==> src/rtl/hazard_unit_pkg.sv <==
// hazard_unit_pkg: shared definitions for the pipeline hazard controller.
//   REG_IDX_W      : register-index width
//   REG_ZERO       : hard-wired zero register, never a hazard source
//   hazard_state_e : hazard FSM state encoding
package hazard_unit_pkg;

    localparam int unsigned REG_IDX_W = 5;

    typedef logic [REG_IDX_W-1:0] reg_idx_t;

    localparam reg_idx_t REG_ZERO = 5'd0;

    typedef enum logic [1:0] {
        StRun       = 2'd0,
        StLoadStall = 2'd1,
        StMemWait   = 2'd2
    } hazard_state_e;

    // True when a non-zero EX destination feeds any of the three ID operands.
    function automatic logic dest_hits_operand(input reg_idx_t dest, input reg_idx_t src1,
                                               input reg_idx_t src2, input reg_idx_t store);
        return (dest != REG_ZERO) && ((dest == src1) || (dest == src2) || (dest == store));
    endfunction

endpackage

==> src/rtl/hazard_unit_if.sv <==
// hazard_unit_if: pipeline <-> hazard controller signal bundle.
//   master : pipeline side, drives operand/status signals, receives stall controls
//   slave  : hazard unit side
// Signals: source1/2_DECODE, store_DECODE, destination_EXECUTE, writeback_EXECUTE,
// memread_EXECUTE, branch_taken_EXECUTE, mem_req_MEMORY, mem_ready (to the unit);
// freeze_IF/DECODE/EXECUTE/MEMORY, bubble_EXECUTE, bubble_WRITEBACK,
// flush_IF_DECODE, mem_timeout (from the unit).
interface hazard_unit_if;
    import hazard_unit_pkg::*;

    reg_idx_t source1_DECODE;
    reg_idx_t source2_DECODE;
    reg_idx_t store_DECODE;
    reg_idx_t destination_EXECUTE;
    logic     writeback_EXECUTE;
    logic     memread_EXECUTE;
    logic     branch_taken_EXECUTE;
    logic     mem_req_MEMORY;
    logic     mem_ready;

    logic     freeze_IF;
    logic     freeze_DECODE;
    logic     freeze_EXECUTE;
    logic     freeze_MEMORY;
    logic     bubble_EXECUTE;
    logic     bubble_WRITEBACK;
    logic     flush_IF_DECODE;
    logic     mem_timeout;

    modport master (
        output source1_DECODE, source2_DECODE, store_DECODE, destination_EXECUTE,
        output writeback_EXECUTE, memread_EXECUTE, branch_taken_EXECUTE,
        output mem_req_MEMORY, mem_ready,
        input  freeze_IF, freeze_DECODE, freeze_EXECUTE, freeze_MEMORY,
        input  bubble_EXECUTE, bubble_WRITEBACK, flush_IF_DECODE, mem_timeout
    );

    modport slave (
        input  source1_DECODE, source2_DECODE, store_DECODE, destination_EXECUTE,
        input  writeback_EXECUTE, memread_EXECUTE, branch_taken_EXECUTE,
        input  mem_req_MEMORY, mem_ready,
        output freeze_IF, freeze_DECODE, freeze_EXECUTE, freeze_MEMORY,
        output bubble_EXECUTE, bubble_WRITEBACK, flush_IF_DECODE, mem_timeout
    );

endinterface

==> src/rtl/hazard_mem_timer.sv <==
// hazard_mem_timer: data-memory wait counter with sticky timeout flag.
//   i_clk, i_rst     : clock, synchronous active-high reset
//   i_start          : first wait cycle, counter loads 1
//   i_run            : further wait cycle, counter increments
//   i_done           : timeout taken, sets the sticky flag
//   o_expired        : counter has reached MEM_TIMEOUT
//   o_mem_timeout    : sticky timeout flag, cleared only by reset
module hazard_mem_timer #(
    parameter int unsigned MEM_TIMEOUT = 255
) (
    input  logic i_clk,
    input  logic i_rst,
    input  logic i_start,
    input  logic i_run,
    input  logic i_done,
    output logic o_expired,
    output logic o_mem_timeout
);

    logic [7:0] r_wait_cnt;
    logic       r_mem_timeout;

    always_ff @(posedge i_clk) begin
        if (i_rst) begin
            r_wait_cnt    <= 8'd0;
            r_mem_timeout <= 1'b0;
        end else begin
            if (i_start) begin
                r_wait_cnt <= 8'd1;
            end else if (i_run) begin
                // Cannot wrap: the FSM leaves the wait state at MEM_TIMEOUT <= 255.
                r_wait_cnt <= r_wait_cnt + 8'd1;
            end
            if (i_done) begin
                r_mem_timeout <= 1'b1;
            end
        end
    end

    assign o_expired     = (r_wait_cnt == 8'(MEM_TIMEOUT));
    assign o_mem_timeout = r_mem_timeout;

endmodule

==> src/rtl/hazard_unit.sv <==
// hazard_unit: load-use stall, memory wait/timeout and branch squash controller.
//   i_clk, i_rst : clock, synchronous active-high reset (forces all outputs low)
//   bus          : hazard_unit_if.slave, pipeline operands/status in, stall controls out
//   o_stat_*     : 32-bit wrapping event counters, present only with HAZARD_STATS_EN
// Parameters: LOAD_STALL_CYCLES (1 or 2), MEM_TIMEOUT (1..255).
// Outputs are Mealy: decoded from the current state and current inputs.
module hazard_unit
    import hazard_unit_pkg::*;
#(
    parameter int unsigned LOAD_STALL_CYCLES = 1,
    parameter int unsigned MEM_TIMEOUT       = 255
) (
    input  logic          i_clk,
    input  logic          i_rst,
    hazard_unit_if.slave  bus
`ifdef HAZARD_STATS_EN
    ,
    output logic [31:0]   o_stat_load_stalls,
    output logic [31:0]   o_stat_mem_waits,
    output logic [31:0]   o_stat_flushes
`endif
);

    hazard_state_e r_state;
    hazard_state_e w_state_next;

    logic w_load_use;
    logic w_mem_wait;
    logic w_freeze_front;   // freeze_IF / freeze_DECODE
    logic w_freeze_back;    // freeze_EXECUTE / freeze_MEMORY
    logic w_bubble_ex;
    logic w_bubble_wb;
    logic w_flush;
    logic w_ls_bubble;      // bubble caused by a load-use, not by a branch
    logic w_tmr_start;
    logic w_tmr_run;
    logic w_tmr_done;
    logic w_tmr_expired;
    logic w_timeout_flag;

    assign w_load_use = bus.memread_EXECUTE & bus.writeback_EXECUTE &
                        dest_hits_operand(bus.destination_EXECUTE, bus.source1_DECODE,
                                          bus.source2_DECODE, bus.store_DECODE);
    assign w_mem_wait = bus.mem_req_MEMORY & ~bus.mem_ready;

    always_comb begin
        w_state_next   = r_state;
        w_freeze_front = 1'b0;
        w_freeze_back  = 1'b0;
        w_bubble_ex    = 1'b0;
        w_bubble_wb    = 1'b0;
        w_flush        = 1'b0;
        w_ls_bubble    = 1'b0;
        w_tmr_start    = 1'b0;
        w_tmr_run      = 1'b0;
        w_tmr_done     = 1'b0;
        if (i_rst) begin
            w_state_next = StRun;
        end else begin
            case (r_state)
                StRun, StLoadStall: begin
                    if (w_mem_wait) begin
                        // A pending second load bubble is dropped here.
                        w_freeze_front = 1'b1;
                        w_freeze_back  = 1'b1;
                        w_bubble_wb    = 1'b1;
                        w_tmr_start    = 1'b1;
                        w_state_next   = StMemWait;
                    end else if (r_state == StLoadStall) begin
                        w_freeze_front = 1'b1;
                        w_bubble_ex    = 1'b1;
                        w_ls_bubble    = 1'b1;
                        w_state_next   = StRun;
                    end else if (bus.branch_taken_EXECUTE) begin
                        // Dependent ID instruction is squashed, so load-use is moot.
                        w_flush     = 1'b1;
                        w_bubble_ex = 1'b1;
                    end else if (w_load_use) begin
                        w_freeze_front = 1'b1;
                        w_bubble_ex    = 1'b1;
                        w_ls_bubble    = 1'b1;
                        w_state_next   = (LOAD_STALL_CYCLES == 2) ? StLoadStall : StRun;
                    end
                end
                StMemWait: begin
                    if (!w_mem_wait) begin
                        w_state_next = StRun;
                    end else if (w_tmr_expired) begin
                        // Drop the access result and let the pipeline advance.
                        w_bubble_wb  = 1'b1;
                        w_tmr_done   = 1'b1;
                        w_state_next = StRun;
                    end else begin
                        w_freeze_front = 1'b1;
                        w_freeze_back  = 1'b1;
                        w_bubble_wb    = 1'b1;
                        w_tmr_run      = 1'b1;
                    end
                end
                default: w_state_next = StRun;
            endcase
        end
    end

    always_ff @(posedge i_clk) begin
        if (i_rst) begin
            r_state <= StRun;
        end else begin
            r_state <= w_state_next;
        end
    end

    hazard_mem_timer #(
        .MEM_TIMEOUT (MEM_TIMEOUT)
    ) u_mem_timer (
        .i_clk         (i_clk),
        .i_rst         (i_rst),
        .i_start       (w_tmr_start),
        .i_run         (w_tmr_run),
        .i_done        (w_tmr_done),
        .o_expired     (w_tmr_expired),
        .o_mem_timeout (w_timeout_flag)
    );

    assign bus.freeze_IF        = w_freeze_front;
    assign bus.freeze_DECODE    = w_freeze_front;
    assign bus.freeze_EXECUTE   = w_freeze_back;
    assign bus.freeze_MEMORY    = w_freeze_back;
    assign bus.bubble_EXECUTE   = w_bubble_ex;
    assign bus.bubble_WRITEBACK = w_bubble_wb;
    assign bus.flush_IF_DECODE  = w_flush;
    assign bus.mem_timeout      = w_timeout_flag & ~i_rst;

`ifdef HAZARD_STATS_EN
    logic [31:0] r_stat_load_stalls;
    logic [31:0] r_stat_mem_waits;
    logic [31:0] r_stat_flushes;

    always_ff @(posedge i_clk) begin
        if (i_rst) begin
            r_stat_load_stalls <= 32'd0;
            r_stat_mem_waits   <= 32'd0;
            r_stat_flushes     <= 32'd0;
        end else begin
            r_stat_load_stalls <= r_stat_load_stalls + 32'(w_ls_bubble);
            r_stat_mem_waits   <= r_stat_mem_waits + 32'(w_freeze_back);
            r_stat_flushes     <= r_stat_flushes + 32'(w_flush);
        end
    end

    assign o_stat_load_stalls = i_rst ? 32'd0 : r_stat_load_stalls;
    assign o_stat_mem_waits   = i_rst ? 32'd0 : r_stat_mem_waits;
    assign o_stat_flushes     = i_rst ? 32'd0 : r_stat_flushes;
`endif

endmodule

==> src/flat_wrapper.sv <==
// flat-port wrapper written by rule: the top's interface ports become plain ports
module hazard_unit_flat import hazard_unit_pkg::*;
#(
    parameter int unsigned LOAD_STALL_CYCLES = 1,
    parameter int unsigned MEM_TIMEOUT       = 255
)
  (i_clk, i_rst, bus_source1_DECODE, bus_source2_DECODE, bus_store_DECODE, bus_destination_EXECUTE, bus_writeback_EXECUTE, bus_memread_EXECUTE, bus_branch_taken_EXECUTE, bus_mem_req_MEMORY, bus_mem_ready, bus_freeze_IF, bus_freeze_DECODE, bus_freeze_EXECUTE, bus_freeze_MEMORY, bus_bubble_EXECUTE, bus_bubble_WRITEBACK, bus_flush_IF_DECODE, bus_mem_timeout);
  hazard_unit_if bus_i ();
  input  logic i_clk;
  input  logic i_rst;
  input wire logic [$bits(bus_i.source1_DECODE)-1:0] bus_source1_DECODE;
  input wire logic [$bits(bus_i.source2_DECODE)-1:0] bus_source2_DECODE;
  input wire logic [$bits(bus_i.store_DECODE)-1:0] bus_store_DECODE;
  input wire logic [$bits(bus_i.destination_EXECUTE)-1:0] bus_destination_EXECUTE;
  input wire logic [$bits(bus_i.writeback_EXECUTE)-1:0] bus_writeback_EXECUTE;
  input wire logic [$bits(bus_i.memread_EXECUTE)-1:0] bus_memread_EXECUTE;
  input wire logic [$bits(bus_i.branch_taken_EXECUTE)-1:0] bus_branch_taken_EXECUTE;
  input wire logic [$bits(bus_i.mem_req_MEMORY)-1:0] bus_mem_req_MEMORY;
  input wire logic [$bits(bus_i.mem_ready)-1:0] bus_mem_ready;
  output wire logic [$bits(bus_i.freeze_IF)-1:0] bus_freeze_IF;
  output wire logic [$bits(bus_i.freeze_DECODE)-1:0] bus_freeze_DECODE;
  output wire logic [$bits(bus_i.freeze_EXECUTE)-1:0] bus_freeze_EXECUTE;
  output wire logic [$bits(bus_i.freeze_MEMORY)-1:0] bus_freeze_MEMORY;
  output wire logic [$bits(bus_i.bubble_EXECUTE)-1:0] bus_bubble_EXECUTE;
  output wire logic [$bits(bus_i.bubble_WRITEBACK)-1:0] bus_bubble_WRITEBACK;
  output wire logic [$bits(bus_i.flush_IF_DECODE)-1:0] bus_flush_IF_DECODE;
  output wire logic [$bits(bus_i.mem_timeout)-1:0] bus_mem_timeout;
  assign bus_i.source1_DECODE = bus_source1_DECODE;
  assign bus_i.source2_DECODE = bus_source2_DECODE;
  assign bus_i.store_DECODE = bus_store_DECODE;
  assign bus_i.destination_EXECUTE = bus_destination_EXECUTE;
  assign bus_i.writeback_EXECUTE = bus_writeback_EXECUTE;
  assign bus_i.memread_EXECUTE = bus_memread_EXECUTE;
  assign bus_i.branch_taken_EXECUTE = bus_branch_taken_EXECUTE;
  assign bus_i.mem_req_MEMORY = bus_mem_req_MEMORY;
  assign bus_i.mem_ready = bus_mem_ready;
  assign bus_freeze_IF = bus_i.freeze_IF;
  assign bus_freeze_DECODE = bus_i.freeze_DECODE;
  assign bus_freeze_EXECUTE = bus_i.freeze_EXECUTE;
  assign bus_freeze_MEMORY = bus_i.freeze_MEMORY;
  assign bus_bubble_EXECUTE = bus_i.bubble_EXECUTE;
  assign bus_bubble_WRITEBACK = bus_i.bubble_WRITEBACK;
  assign bus_flush_IF_DECODE = bus_i.flush_IF_DECODE;
  assign bus_mem_timeout = bus_i.mem_timeout;
  hazard_unit #(.LOAD_STALL_CYCLES(LOAD_STALL_CYCLES), .MEM_TIMEOUT(MEM_TIMEOUT)) u_core (.i_clk(i_clk), .i_rst(i_rst), .bus(bus_i));
endmodule
==> config.mk <==
export PLATFORM = sky130hd
export DESIGN_NAME = hazard_unit_flat
export DESIGN_NICKNAME = d
export VERILOG_FILES = /design/src/rtl/hazard_unit_pkg.sv /design/src/rtl/hazard_unit_if.sv /design/src/rtl/hazard_mem_timer.sv /design/src/rtl/hazard_unit.sv /design/src/flat_wrapper.sv
export SDC_FILE = /design/constraint.sdc
export NUM_CORES = 1
export LEC_CHECK = 0
export CAP_MARGIN = 40
export CORE_MARGIN = 1
export CORE_UTILIZATION = 39
export DETAILED_ROUTE_END_ITERATION = 10
export PLACE_DENSITY = 0.77
export REMOVE_ABC_BUFFERS = 1
export SYNTH_ARGS = -nofsm -noshare
export SYNTH_HDL_FRONTEND = slang
export SYNTH_HIERARCHICAL = 1
export SYNTH_SLANG_ARGS = --single-unit
==> constraint.sdc <==
create_clock -name i_clk -period 1.8 [get_ports i_clk]
set_input_delay 0.18 -clock i_clk [delete_from_list [all_inputs] [get_ports i_clk]]
set_output_delay 0.18 -clock i_clk [all_outputs]
set_load 0.01 [all_outputs]
# After elaboration in Yosys (flattened, before gate mapping)
# Cells that the tools add are included.
# word_totals
regBits,11
inputBits,27
out_inout_bits,8
word_cells,70
# classes
n_addsub,1
n_eq_ne,9
mux,40
n_bitwise,6
n_reduce_logical,10
# op_table
operator,n
$mux W1,31
$eq A5 B5 Y1,3
$mux W2,6
$add A8 B1 Y8 const B,1
$eq A8 B8 Y1 const B,1
$reduce_bool A5 Y1,1
$and A1 B1 Y1,4
$ne A4 B1 Y1 const B,1
$ne A4 B2 Y1 const B,1
$pmux W1 S2,2
$pmux W2 S2,1
$reduce_or A2 Y1,2
$ne A3 B3 Y1 const B,1
$reduce_and A3 Y1,1
$reduce_or A3 Y1,1
$eq A2 B1 Y1 const B,1
$eq A2 B2 Y1 const B,1
$logic_not A2 Y1,1
$logic_or A1 B1 Y1,2
$not A1 Y1,2
$reduce_bool A2 Y1,1
$logic_and A1 B1 Y1,1

# Depth between registers and ports, before layout
# depth
depth_word,11
mapped_depth,8

# Cells and area by module
# The synthesis kept the hierarchy.
# modules_own_cells
mod,n_inst,cells_per_inst,area_each_um2,seq_area_each_um2
hazard_mem_timer,1,44,385.4,180.2
hazard_unit,1,50,340.3,20.0

# Least setup slack after synthesis
# OpenSTA, ideal clock, no wires.
# synth_path
path_type,input to register
start,input port bus_mem_ready
end,register u_core.u_mem_timer.r_wait_cnt[5]
setup_ns,0.070
arrival_time_ns,1.647
required_time_ns,1.730
slack_ns,0.083
path_stages,8
path_buffers,1
cell_sequence,or3b_2 -> inv_1 -> nand2_1 -> nor2_1 -> buf_4 -> nand4_2 -> or3_1 -> a21oi_1
# synth_between
word_cells_on_any_way,9
classes_between,mux (6); bitwise (2); reduce/logical (1)
# synth_lines
element,line,rtl
from (decl),flat_wrapper.sv:19,input wire logic [$bits(bus_i.mem_ready)-1:0] bus_mem_ready;
$not A1 Y1,hazard_unit.sv:44,assign w_mem_wait = bus.mem_req_MEMORY & ~bus.mem_ready;
$and A1 B1 Y1,hazard_unit.sv:44,
$mux W1,hazard_unit.sv:86,if (!w_mem_wait) begin
$mux W1,hazard_unit.sv:60,case (r_state)
$mux W1,hazard_unit.sv:57,if (i_rst) begin
via u_core.w_tmr_run,hazard_unit.sv:36,logic w_tmr_run;
to (signal assigned),hazard_mem_timer.sv:32,r_wait_cnt <= r_wait_cnt + 8'd1;
to (decl),hazard_mem_timer.sv:20,logic [7:0] r_wait_cnt;
# The timed path passes the listed nets, and every way through them passes these cells.
# A chain may end at the register's enable or synchronous reset.

# Worst setup path after layout
# layout_path
start,input port bus_store_DECODE[4]
end,output port bus_bubble_EXECUTE
# layout_between
elab_chain_cells,10
# layout_rtl
element,line,rtl
from (decl),flat_wrapper.sv:13,input wire logic [$bits(bus_i.store_DECODE)-1:0] bus_store_DECODE;
$eq A5 B5 Y1,hazard_unit_pkg.sv:22,return (dest != REG_ZERO) && ((dest == src1) || (dest == src2) || (dest == store));
$logic_or A1 B1 Y1,hazard_unit_pkg.sv:22,
$logic_and A1 B1 Y1,hazard_unit_pkg.sv:22,
$and A1 B1 Y1,hazard_unit.sv:41,assign w_load_use = bus.memread_EXECUTE & bus.writeback_EXECUTE &
$mux W1,hazard_unit.sv:78,end else if (w_load_use) begin
$mux W1,hazard_unit.sv:74,end else if (bus.branch_taken_EXECUTE) begin
$mux W1,hazard_unit.sv:69,end else if (r_state == StLoadStall) begin
$mux W1,hazard_unit.sv:62,if (w_mem_wait) begin
$mux W1,hazard_unit.sv:60,
$mux W1,hazard_unit.sv:57,
to (decl),flat_wrapper.sv:24,output wire logic [$bits(bus_i.bubble_EXECUTE)-1:0] bus_bubble_EXECUTE;
# No other way between the ends.

==> flow_metrics.env <==
export IMPL_finalCritPeriodShare=0.971
export IMPL_maxCapViolations=0
export IMPL_min_from="i_rst"
export IMPL_syn_inst=94
export IMPL_path_cells="clkdlybuf4s50_1 > xor2_1 > nor3_1 > a22oi_1 > a21oi_1 > clkdlybuf4s15_1"
export IMPL_grt_pass1_vias=765
export IMPL_syn_cell_area_um2=726
export IMPL_start_util=0.420
export IMPL_htreeDepth=1
export IMPL_power_density_nw_per_um2=455
export IMPL_cts_tree="done"
export IMPL_drt_wl_total_um=1860
export IMPL_ys_ff_latch=10
export IMPL_antenna_found_initial=0
export IMPL_design_final_nets=176
export IMPL_worstPathArrival_ns=1.57
export IMPL_synthTopCellsByArea="dfxtp_1 28%, xor2_1 23%, nor2_1 7.2%"
export IMPL_worstSetupPathType="input pin to output port"
export IMPL_yosysUniqueCellTypes=28
export IMPL_areaGrowthSynthToFinish_pct=78.3
export IMPL_crit_start="bus_store_DECODE[4]"
export IMPL_finalHoldViolations=0
export IMPL_endpoint_kind="output port"
export IMPL_clk_pin_slew_worst_paths_ns=0.07
export IMPL_drt_initial_drc_count=0
export IMPL_r2r_start="u_core/u_mem_timer/r_wait_cnt[0]"
export IMPL_dp_slack_ns=-0.438
export IMPL_clock_latency_ns=0.27
export IMPL_cp_required_ns=1.62
export IMPL_outcome="complete, no violations"
export IMPL_fill_cells=136
export IMPL_die_h_um=45.1
export IMPL_setup_viol=0
export IMPL_max_stage_delay_ns=0.48
export IMPL_ys_seq_area_frac=0.276
export IMPL_slew_violations=0
export IMPL_hold_ws_ns=0.270
export IMPL_grt_first_pass_wirelength_um=2920
export IMPL_place_hpwl_um=1590
export IMPL_rrSetupSlack_ns=0.15
export IMPL_critical_path_top_delay_family="buffers and inverters"
export IMPL_skew_ns=0.00305
export IMPL_fmax_mhz=572
export IMPL_drc=0
export IMPL_r2r_cells=9
export IMPL_core_um2=1730
export IMPL_crit_buf_inv=2
export IMPL_rows=15
export IMPL_slowest_stage="clkdlybuf4s50_1"
export IMPL_vdd_drop_max_v=0.000276
export IMPL_layout_common_cells="21 x buf_4, 19 x clkdlybuf4s50_1, 19 x xor2_1"
export IMPL_synth_top_area_frac=0.276
export IMPL_cts_buffer_depth=2
export IMPL_io_buffer_count=34
export IMPL_fin_crit_ns=1.75
export IMPL_gp_congestion=0.772
export IMPL_path_depth=6
export IMPL_max_slew_margin=0.788
export IMPL_rsz0062_at_grt="false"
export IMPL_cts_buffers=3
export IMPL_first_pass_iters=1
export IMPL_critPathLaunchType="input pin"
export IMPL_setup_ws_ns=0.0531
export IMPL_die_width_um=45.1
export IMPL_worst_r2r_endpoint="u_core/u_mem_timer/r_wait_cnt[5]"
export IMPL_syn_area_per_cell_um2=7.72
export IMPL_wire_per_inst_um=10.8
export IMPL_worst_pin_slew_ns=0.318
export IMPL_layout_commonest_cell="buf_4"
export IMPL_io_pin_count=35
export IMPL_cts_sinks=10
export IMPL_drive_gt1_frac=0.279
export IMPL_ant_nets=0
export IMPL_crit_path_end="bus_bubble_EXECUTE"
export IMPL_diodes=0
export IMPL_power_leakage_nw=0.585
export IMPL_hp_class="input pin to register"
export IMPL_grtUsageTotal=0.193
export IMPL_crit_fanout=2
export IMPL_yosysWarnings=6
export IMPL_grt_max_degree=8
export IMPL_viasPerCell=4.87
export IMPL_cts_root_buf="clkbuf_4"
export IMPL_grt_overflow=0
export IMPL_via_count=837
export IMPL_die_area_um2=2040
export IMPL_synth_top_area_cell="dfxtp_1"
export IMPL_p_total_w=0.000589
## where the power goes
group	leakage, nW	total (W)	internal, W	switching (W)
Clock	0.0210	0.000203	0.000123	0.0000799
Combinational	0.484	0.000161	0.0000962	0.0000647
Sequential	0.0808	0.000225	0.000223	0.00000142
Total	0.585	0.000589	0.000443	0.000146
## cells in the mapped netlist
| cell type | instances |
|---|---|
| or2_2 | 1 |
| or3b_2 | 1 |
| a21oi_1 | 7 |
| and2_1 | 1 |
| nor2b_1 | 2 |
| nand4_2 | 1 |
| nor3_1 | 5 |
| a31oi_1 | 1 |
| and3_1 | 1 |
| and2_0 | 1 |
| nand2_1 | 4 |
| ha_1 | 1 |
| or3_1 | 4 |
| clkbuf_2 | 1 |
| nand3_1 | 3 |
| o21ai_1 | 1 |
| inv_1 | 1 |
| o21ai_0 | 4 |
| nor2_1 | 14 |
| dfxtp_1 | 10 |
| nand4_1 | 2 |
| o311a_1 | 1 |
| mux2i_1 | 1 |
| clkbuf_1 | 2 |
| o31a_2 | 1 |
| xor2_1 | 19 |
| a22oi_1 | 1 |
| buf_4 | 3 |
## repair_timing
| action | CTS | global route |
|---|---|---|
| hold buffers | 0 | 0 |
| pin swaps | 4 | 8 |
| setup endpoints to repair | 9 | 6 |
| gates resized for setup | 23 | 13 |
| buffers inserted | 0 | 1 |
| gates cloned | 0 | 0 |
## cells by family (layout without fill, tap and decap cells)
group	count (synthesis)	after routing	synth area share
AND/OR/NAND/NOR	40	40	0.281
XOR/XNOR	19	19	0.229
AO/OA/AOI/OAI	16	16	0.129
flip-flops	10	10	0.276
buffers and inverters	7	60	0.0534
adder cells (fa/ha/maj)	1	1	0.0172
multiplexers	1	1	0.0138
## flip-flops by register name, summed over array words and instances, names as in the netlist
signal and cells:
u_core/u_mem_timer/o_mem_timeout 1, u_core/u_mem_timer/r_wait_cnt 8, u_core/r_state 1
## worst min path at each step
stage,end,slack [ns],depth (start not counted)
floorplan,u_core/u_mem_timer/o_mem_timeout,0.25,1
global placement,u_core/u_mem_timer/o_mem_timeout,0.44,2
detailed placement,u_core/u_mem_timer/o_mem_timeout,0.46,2
CTS,u_core/u_mem_timer/o_mem_timeout,0.48,2
global route,u_core/u_mem_timer/o_mem_timeout,0.30,3
finish,u_core/u_mem_timer/o_mem_timeout,0.27,3
## layout make-up
| class | instances | area (um2) | area share |
|---|---|---|---|
| Multi-Input combinational cell | 77 | 536 | 0.414 |
| Timing Repair Buffer | 55 | 487 | 0.376 |
| Sequential cell | 10 | 200 | 0.155 |
| Clock buffer | 4 | 36.3 | 0.0280 |
| Tap cell | 25 | 31.3 | 0.0242 |
| Inverter | 1 | 3.75 | 0.00290 |
## layer usage
| layer | GRT usage | wire [um] | vias up |
|---|---|---|---|
| li1 | - | - | 429 |
| met1 | 0.212 | 727 | 374 |
| met2 | 0.359 | 984 | 32 |
| met3 | 0.0360 | 132 | 2 |
| met4 | 0.0727 | 17 | 0 |
| met5 | 0 | 0 | - |
## tightest hold or removal path: stages
cell,delay (ns)
dlymetal6s2s_1,0.12
buf_4,0.15
nor2_1,0.05
## stage by stage
stage | instances | setup TNS, ns | area [um2] | utilization
global placement | 167 | -3.60 | 1210 | 0.702
CTS | 171 | -0.0184 | 1250 | 0.725
finish | 172 | 0 | 1290 | 0.749
detailed placement | 167 | -3.82 | 1210 | 0.702
floorplan | 88 | -0.172 | 691 | -
global route | 172 | 0 | 1290 | 0.749
No activity file was read; power rests on OpenSTA's default activity.
